$ cat config.mk
export PLATFORM = sky130hd
export DESIGN_NAME = load_store_unit
export DESIGN_NICKNAME = d
export VERILOG_FILES = /design/src/rtl/load_store_unit.sv
export SDC_FILE = /design/constraint.sdc
export NUM_CORES = 1
export LEC_CHECK = 0
export BUFFER_PORTS_ARGS = -buffer_cell sky130_fd_sc_hd__buf_2
export CORE_ASPECT_RATIO = 1.5
export CORE_UTILIZATION = 50
export CTS_BUF_LIST = sky130_fd_sc_hd__clkbuf_8
export CTS_CLUSTER_DIAMETER = 120
export CTS_CLUSTER_SIZE = 10
export DETAILED_ROUTE_END_ITERATION = 10
export PLACE_DENSITY = 0.8
export SLEW_MARGIN = 20
export SYNTH_ARGS = -nofsm -noshare
export SYNTH_HDL_FRONTEND = slang
export SYNTH_SLANG_ARGS = --single-unit
export TNS_END_PERCENT = 50
$ cat constraint.sdc
create_clock -name clk -period 2.9 [get_ports clk]
set_clock_uncertainty 0.15 [all_clocks]
set_input_delay 0.58 -clock clk [delete_from_list [all_inputs] [get_ports clk]]
set_output_delay 0.58 -clock clk [all_outputs]
set_load 0.005 [all_outputs]
$ cat src/rtl/load_store_unit.sv
// load_store_unit: single-outstanding load/store engine in front of a word-addressed data memory
module load_store_unit #(
    parameter int MEM_WORDS = 1024,
    parameter int ADDR_W    = 32
) (
    input  logic              clk,
    input  logic              rst_n,
    input  logic              req_valid,
    output logic              req_ready,
    input  logic              req_we,
    input  logic [1:0]        req_size,
    input  logic              req_unsigned,
    input  logic [ADDR_W-1:0] req_addr,
    input  logic [31:0]       req_wdata,
    output logic              resp_valid,
    output logic [31:0]       resp_rdata,
    output logic              resp_err,
    output logic              mem_we,
    output logic [ADDR_W-1:0] mem_a,
    output logic [31:0]       mem_wd,
    input  logic [31:0]       mem_rd
);
    typedef enum logic [2:0] {IDLE, LOAD, MERGE, WRITE, ERR} state_t;

    state_t            state_q, state_d;
    logic [1:0]        size_q, size_d;
    logic              uns_q, uns_d;
    logic [1:0]        lane_q, lane_d;
    logic [31:0]       wdata_q, wdata_d;
    logic [ADDR_W-1:0] mem_a_q, mem_a_d;
    logic [31:0]       mem_wd_q, mem_wd_d;
    logic              resp_valid_q, resp_valid_d;
    logic              resp_err_q, resp_err_d;
    logic [31:0]       resp_rdata_q, resp_rdata_d;

    logic              accept;
    logic              bad;
    logic [ADDR_W-1:0] idx;
    logic [4:0]        sh;
    logic [7:0]        ld_b;
    logic [15:0]       ld_h;
    logic [31:0]       msk;

    assign req_ready  = state_q == IDLE;
    assign accept     = req_valid && req_ready;
    assign idx        = {2'b00, req_addr[ADDR_W-1:2]};
    assign bad        = (req_size == 2'b11)
                      | (req_size == 2'b01 && req_addr[0])
                      | (req_size == 2'b10 && |req_addr[1:0])
                      | (idx >= ADDR_W'(MEM_WORDS));
    assign sh         = {lane_q, 3'b000};
    assign ld_b       = 8'(mem_rd >> sh);
    assign ld_h       = lane_q[1] ? mem_rd[31:16] : mem_rd[15:0];
    assign msk        = (size_q == 2'b00 ? 32'h0000_00FF : 32'h0000_FFFF) << sh;
    assign mem_we     = state_q == WRITE;
    assign mem_a      = mem_a_q;
    assign mem_wd     = mem_wd_q;
    assign resp_valid = resp_valid_q;
    assign resp_err   = resp_err_q;
    assign resp_rdata = resp_rdata_q;

    // Next-state and datapath: latch on accept, extract/extend loads, merge partial stores
    always_comb begin
        state_d      = state_q;
        size_d       = size_q;
        uns_d        = uns_q;
        lane_d       = lane_q;
        wdata_d      = wdata_q;
        mem_a_d      = mem_a_q;
        mem_wd_d     = mem_wd_q;
        resp_valid_d = 1'b0;
        resp_err_d   = 1'b0;
        resp_rdata_d = 32'h0;
        case (state_q)
            IDLE: if (accept) begin
                size_d   = req_size;
                uns_d    = req_unsigned;
                lane_d   = req_addr[1:0];
                wdata_d  = req_wdata;
                mem_a_d  = idx;
                mem_wd_d = req_wdata;
                state_d  = bad ? ERR : !req_we ? LOAD : req_size == 2'b10 ? WRITE : MERGE;
            end
            LOAD: begin
                resp_rdata_d = size_q == 2'b10 ? mem_rd
                             : size_q == 2'b01 ? {{16{~uns_q & ld_h[15]}}, ld_h}
                             : {{24{~uns_q & ld_b[7]}}, ld_b};
                resp_valid_d = 1'b1;
                state_d      = IDLE;
            end
            MERGE: begin
                mem_wd_d = (mem_rd & ~msk) | ((wdata_q << sh) & msk);
                state_d  = WRITE;
            end
            WRITE: begin
                resp_valid_d = 1'b1;
                state_d      = IDLE;
            end
            ERR: begin
                resp_valid_d = 1'b1;
                resp_err_d   = 1'b1;
                state_d      = IDLE;
            end
            default: state_d = IDLE;
        endcase
    end

    // State and registered outputs; async reset kills any in-flight write immediately
    always_ff @(posedge clk or negedge rst_n) begin
        if (!rst_n) begin
            state_q      <= IDLE;
            size_q       <= 2'b00;
            uns_q        <= 1'b0;
            lane_q       <= 2'b00;
            wdata_q      <= 32'h0;
            mem_a_q      <= '0;
            mem_wd_q     <= 32'h0;
            resp_valid_q <= 1'b0;
            resp_err_q   <= 1'b0;
            resp_rdata_q <= 32'h0;
        end else begin
            state_q      <= state_d;
            size_q       <= size_d;
            uns_q        <= uns_d;
            lane_q       <= lane_d;
            wdata_q      <= wdata_d;
            mem_a_q      <= mem_a_d;
            mem_wd_q     <= mem_wd_d;
            resp_valid_q <= resp_valid_d;
            resp_err_q   <= resp_err_d;
            resp_rdata_q <= resp_rdata_d;
        end
    end
endmodule

# == Yosys cells after proc, flatten, opt, wreduce, memory -nomap -nowiden ==
# Index checks and enable logic that the tools add are counted.
# Widths: inputs -> output; s select.
# totals
output_inout_bits,100
regBits,136
inputBits,103
# classes
n_eq_ne,10
order_cmp,1
bitwise_logic,10
mux,14
reduce_logical,10
n_shift,3
# ops
operator,count
$mux 32,4
$and 32x32->32,2
$pmux 32 s2,1
$mux 16,2
$not 32->32,1
$or 32x32->32,1
$shl 16x5->32,1
$shl 32x5->32,1
$shr 32x5->8,1
$ge 30x11->1 const B,1
$eq 2x2->1 const B,3
$eq 3x2->1 const B,2
$mux 3,2
$pmux 3 s2,1
$eq 2x1->1 const B,2
$reduce_and 2->1,2
$eq 3x1->1 const B,1
$eq 3x3->1 const B,1
$logic_and 1x1->1,3
$logic_not 3->1,1
$mux 1,3
$or 1x1->1,3
$reduce_or 3->1,1
$and 1x1->1,2
6 further kinds,6

# == Longest topological paths before layout ==
# logic_depth
ltp_word,8
ltp_mapped,7

# == Least setup slack after synthesis ==
# No wires, ideal clock.
# synth_timing
path_kind,register to register
from,register size_q[0]
to,register resp_rdata_q[10] (netlist: resp_rdata[10])
path_slack_ps,1251
path_stages_with_launch,7
required_ps,2624
arrival_time_ps,1373
path_buffers,2
period_less_slack_ps,1649
setup_ps,126
path_cell_list,dfrtp_1 > buf_2 > nor2b_1 > clkbuf_1 > a211oi_1 > o211a_1 > a221o_1
# synth_between
elab_chain_len,4
word_cells_on_any_way,5
cone_classes,2 x eq/ne; 3 x mux
# synth_lines
element,line_no,rtl
from (decl),26,"logic [1:0] size_q, size_d;"
from (signal assigned),123,size_q <= size_d;
$eq 2x1->1,86,": size_q == 2'b01 ? {{16{~uns_q & ld_h[15]}}, ld_h}"
$mux 32,86,
$mux 32 (*),85,resp_rdata_d = size_q == 2'b10 ? mem_rd
$mux 32 (*),74,case (state_q)
named net resp_rdata_d[10],34,"logic [31:0] resp_rdata_q, resp_rdata_d;"
to (signal assigned),131,resp_rdata_q <= resp_rdata_d;
to (decl),34,
# The timed path passes the listed nets; every way through them passes the cells marked *.
# A chain may end at the register's enable or synchronous reset.

# == Worst setup path after layout ==
# layout_timing
from,register state_q[1]
to,register mem_wd_q[30] (netlist: mem_wd[30])
# layout_between
elab_chain_len,4
word_cells_on_any_way,7
cone_classes,2 x eq/ne; 1 x mux; 4 x reduce/logical
# layout_lines
element,line_no,rtl
from (decl),25,"state_t state_q, state_d;"
from (signal assigned),122,state_q <= state_d;
$logic_not 3->1,"44, 74",
$logic_and 1x1->1,45,assign accept = req_valid && req_ready;
$ne 2x1->1 (no line),--,
$reduce_and 2->1 (no line),--,
to (signal assigned),128,mem_wd_q <= mem_wd_d;
to (decl),31,"logic [31:0] mem_wd_q, mem_wd_d;"
# Parallel ways exist; a longest one is shown, timed or not.

==> impl_metrics.json <==
{
  "setup.worst_path.class": "reg2reg",
  "layout.cells.most_common": "sky130_fd_sc_hd__buf_2",
  "cts_setup_buffers": 0,
  "setup-tns-final_ns": 0,
  "ioPinCount": 203,
  "layout_common_cells": "199 x sky130_fd_sc_hd__buf_2, 173 x sky130_fd_sc_hd__nand2_1, 120 x sky130_fd_sc_hd__dfrtp_1",
  "m1WireLength_um": 6230,
  "gp_routability_congestion": 0.958,
  "netlist_area_before_placement_um2": 5630,
  "tritoncts_clock_tree": "done",
  "top_layer": "met4",
  "antenna_found_initial": 0,
  "drive_above_1_share_pct": 33.1,
  "avg_cell_area_syn_um2": 9.54,
  "cp-end-kind": "flop",
  "synth_area_leader": "sky130_fd_sc_hd__dfrtp_1",
  "p_leak_nw": 3.87,
  "period_utilization_post_route_pct": 78.8,
  "ys_ff_latch": 120,
  "vdd_ir_drop_max_v": 0.000394,
  "maxSlewViolCount": 0,
  "post-route-util_pct": 63.8,
  "worst_setup_hold_path_clk_slew_ns": 0.07,
  "clock_tree.buffer_depth": 2,
  "synth.lib_cells_used.distinct": 47,
  "cts_num_sinks": 120,
  "routed-wl-met2_um": 8770,
  "power_per_cell_area_nw_per_um2": 580,
  "synth_sequential_area_ratio_pct": 53.3,
  "num_vias": 5273,
  "placement.io_buffers": 200,
  "grt_pass1_vias": 5311,
  "cts-root-buf": "sky130_fd_sc_hd__clkbuf_8",
  "hold_path_class": "in2async",
  "netlist_top_cells_area": "sky130_fd_sc_hd__dfrtp_1 53%, sky130_fd_sc_hd__nand2_1 12%, sky130_fd_sc_hd__o21ai_0 4.3%",
  "grt_pass1_wl_um": 26900,
  "slew_hr_pct": 42.9,
  "placementRows": 47,
  "avgRoutedWirePerCell_um": 18.3,
  "syn2layout_area_growth_pct": 24.6,
  "worst_pin_slew_ns": 0.857,
  "max_freq_mhz": 438,
  "post_route_minimum_period_ns": 2.28,
  "final-setup-viol-count": 0,
  "vias_per_cell": 5.65,
  "grt_util_all_layers_pct": 30.8,
  "drt_iter0_drc": 396,
  "netlist.area_leader.share_pct": 53.3,
  "dp_cell_count": 903,
  "dominant_register_cell_in_the_synthesized_netlist": "sky130_fd_sc_hd__dfrtp_1",
  "finalWirelength_um": 17100,
  "synthArstFlopShare_pct": 100,
  "number_of_instances_in_the_synthesized_netlist": 590,
  "floorplan.die_area_um2": 11700,
  "fp.dieW_um": 88.6,
  "num-nets-final": 878,
  "run_status": "completed",
  "timing.rr.start": "state_q[1]$_DFFE_PN0P_",
  "max-cap-violations": 0,
  "timing.critical_path.required_ns": 3.09,
  "hpwlAfterDp_um": 13000,
  "cts_htree_levels": 4,
  "timing.critical_path.arrival_ns": 2.48,
  "worst-r2r-cell-count": 4,
  "drcViolationCount": 0,
  "final_cells": 933,
  "postRouteAntennaNets": 0,
  "tritoncts.num_buffers": 17,
  "die_y_um": 132,
  "number_of_flops_mapped_to_enable_cells_by_yosys": 0,
  "p_total_w": 0.00407,
  "postCtsResizedCells": 0,
  "grt_setup_unrepaired": "no",
  "antenna_cells": 0,
  "detailedRoute.firstPassIterationCount": 5,
  "crit-reg2reg-capture": "mem_wd[30]$_DFFE_PN0P_",
  "gr-total-overflow": 0,
  "initial_core_util_pct": 51.2,
  "grt_start_max_net_pins": 54,
  "r2r_slack_ns": 0.62,
  "critical_path.max_fanout": 48,
  "synthesis.yosys.warnings": 0,
  "design.core.area_um2": 11000,
  "worst_skew_pair.late_latency_ns": 0.43,
  "wire_length_on_met3_um": 1180,
  "ctsHoldBuffers": 0,
  "timing_hold_violations_final": 0,
  "worst_setup_path_start_kind": "flop"
}
## per-stage QoR
step	worst slack (ns)	hold WS, ns	instance area (µm²)
after floorplan	1.25	0.134	5630
after global placement	0.749	0.307	6690
after detailed placement	0.633	0.309	6690
after CTS	0.616	0.0270	7020
after global routing	0.436	0.0610	7020
final	0.616	0.0173	7020
## Yosys cell counts, types with 3 or more instances
library cell,n
sky130_fd_sc_hd__a22oi_1,17
sky130_fd_sc_hd__nand4_1,4
sky130_fd_sc_hd__a31oi_1,4
sky130_fd_sc_hd__inv_1,3
sky130_fd_sc_hd__o221ai_1,8
sky130_fd_sc_hd__clkbuf_1,19
sky130_fd_sc_hd__a21oi_1,10
sky130_fd_sc_hd__nor4_1,5
sky130_fd_sc_hd__mux2i_1,16
sky130_fd_sc_hd__and2_1,3
sky130_fd_sc_hd__and3_1,4
sky130_fd_sc_hd__a21o_1,28
sky130_fd_sc_hd__buf_2,15
sky130_fd_sc_hd__buf_4,11
sky130_fd_sc_hd__o21ai_0,48
sky130_fd_sc_hd__nor2_2,3
sky130_fd_sc_hd__buf_6,3
sky130_fd_sc_hd__o31ai_1,8
sky130_fd_sc_hd__nand2_1,173
sky130_fd_sc_hd__o21ai_1,4
sky130_fd_sc_hd__a22o_1,8
sky130_fd_sc_hd__nor2_1,16
sky130_fd_sc_hd__dfrtp_1,120
sky130_fd_sc_hd__a221o_1,13
sky130_fd_sc_hd__o211ai_1,6
sky130_fd_sc_hd__a21boi_0,4
sky130_fd_sc_hd__nand2b_1,4
sky130_fd_sc_hd__nor3_1,3
sky130_fd_sc_hd__nand3_1,5
## how the worst max path moves through the flow
stage | startpoint | to | cells after the start
after floorplan | size_q[0]$_DFFE_PN0P_ | resp_rdata[10]$_DFF_PN0_ | 6
after global placement | state_q[1]$_DFFE_PN0P_ | mem_wd[30]$_DFFE_PN0P_ | 4
after detailed placement | state_q[1]$_DFFE_PN0P_ | mem_wd[30]$_DFFE_PN0P_ | 4
after CTS | state_q[1]$_DFFE_PN0P_ | mem_wd[30]$_DFFE_PN0P_ | 4
after global routing | state_q[1]$_DFFE_PN0P_ | mem_wd[30]$_DFFE_PN0P_ | 4
final | state_q[1]$_DFFE_PN0P_ | mem_wd[30]$_DFFE_PN0P_ | 4
## state kept, by name (all words and copies together), names as in the netlist
name        cells
mem_a          30
uns_q           1
mem_wd         32
resp_rdata     32
resp_valid      1
size_q          2
resp_err        1
lane_q          2
wdata_q        16
state_q         3
## worst max-delay path, stage by stage, from the launching register on
cell	delay, ns
sky130_fd_sc_hd__dfrtp_1	0.46
sky130_fd_sc_hd__nor3_1	0.34
sky130_fd_sc_hd__and2_2	0.78
sky130_fd_sc_hd__a22oi_1	0.32
sky130_fd_sc_hd__o21ai_0	0.15
## metal layers
layer / vias to the layer above / GRT usage, %
met5: - / 0
li1: 2429 / -
met1: 2537 / 34.1
met3: 52 / 7.14
met4: 0 / 19.0
met2: 255 / 52.1
## kinds of logic (layout without fill, tap and decap cells)
family,count (synthesis),in the layout,share of synthesized area (%)
AOI/OAI and AO/OA,172,172,21.3
buffers and inverters,51,246,4.87
DFF,120,120,53.3
muxes,17,17,3.04
other,1,2,0.0666
and+or+nand+nor,229,229,17.4
## report_power, final
part	switching (W)	total, W	internal, W
Sequential	0.000147	0.00197	0.00183
Clock	0.000657	0.00129	0.000635
Combinational	0.000470	0.000803	0.000333
## final cells by class
cell class                 count  area (µm²)
clock inverter                10        56.3
timing repair buffer         213        1130
clock buffer                  20         275
tap                          147         184
sequential                   120        3000
inverter                       3        11.3
multi-input combinational    420        2360
fill                         940        3980
Note: power is estimated with default switching activity, not from simulation.
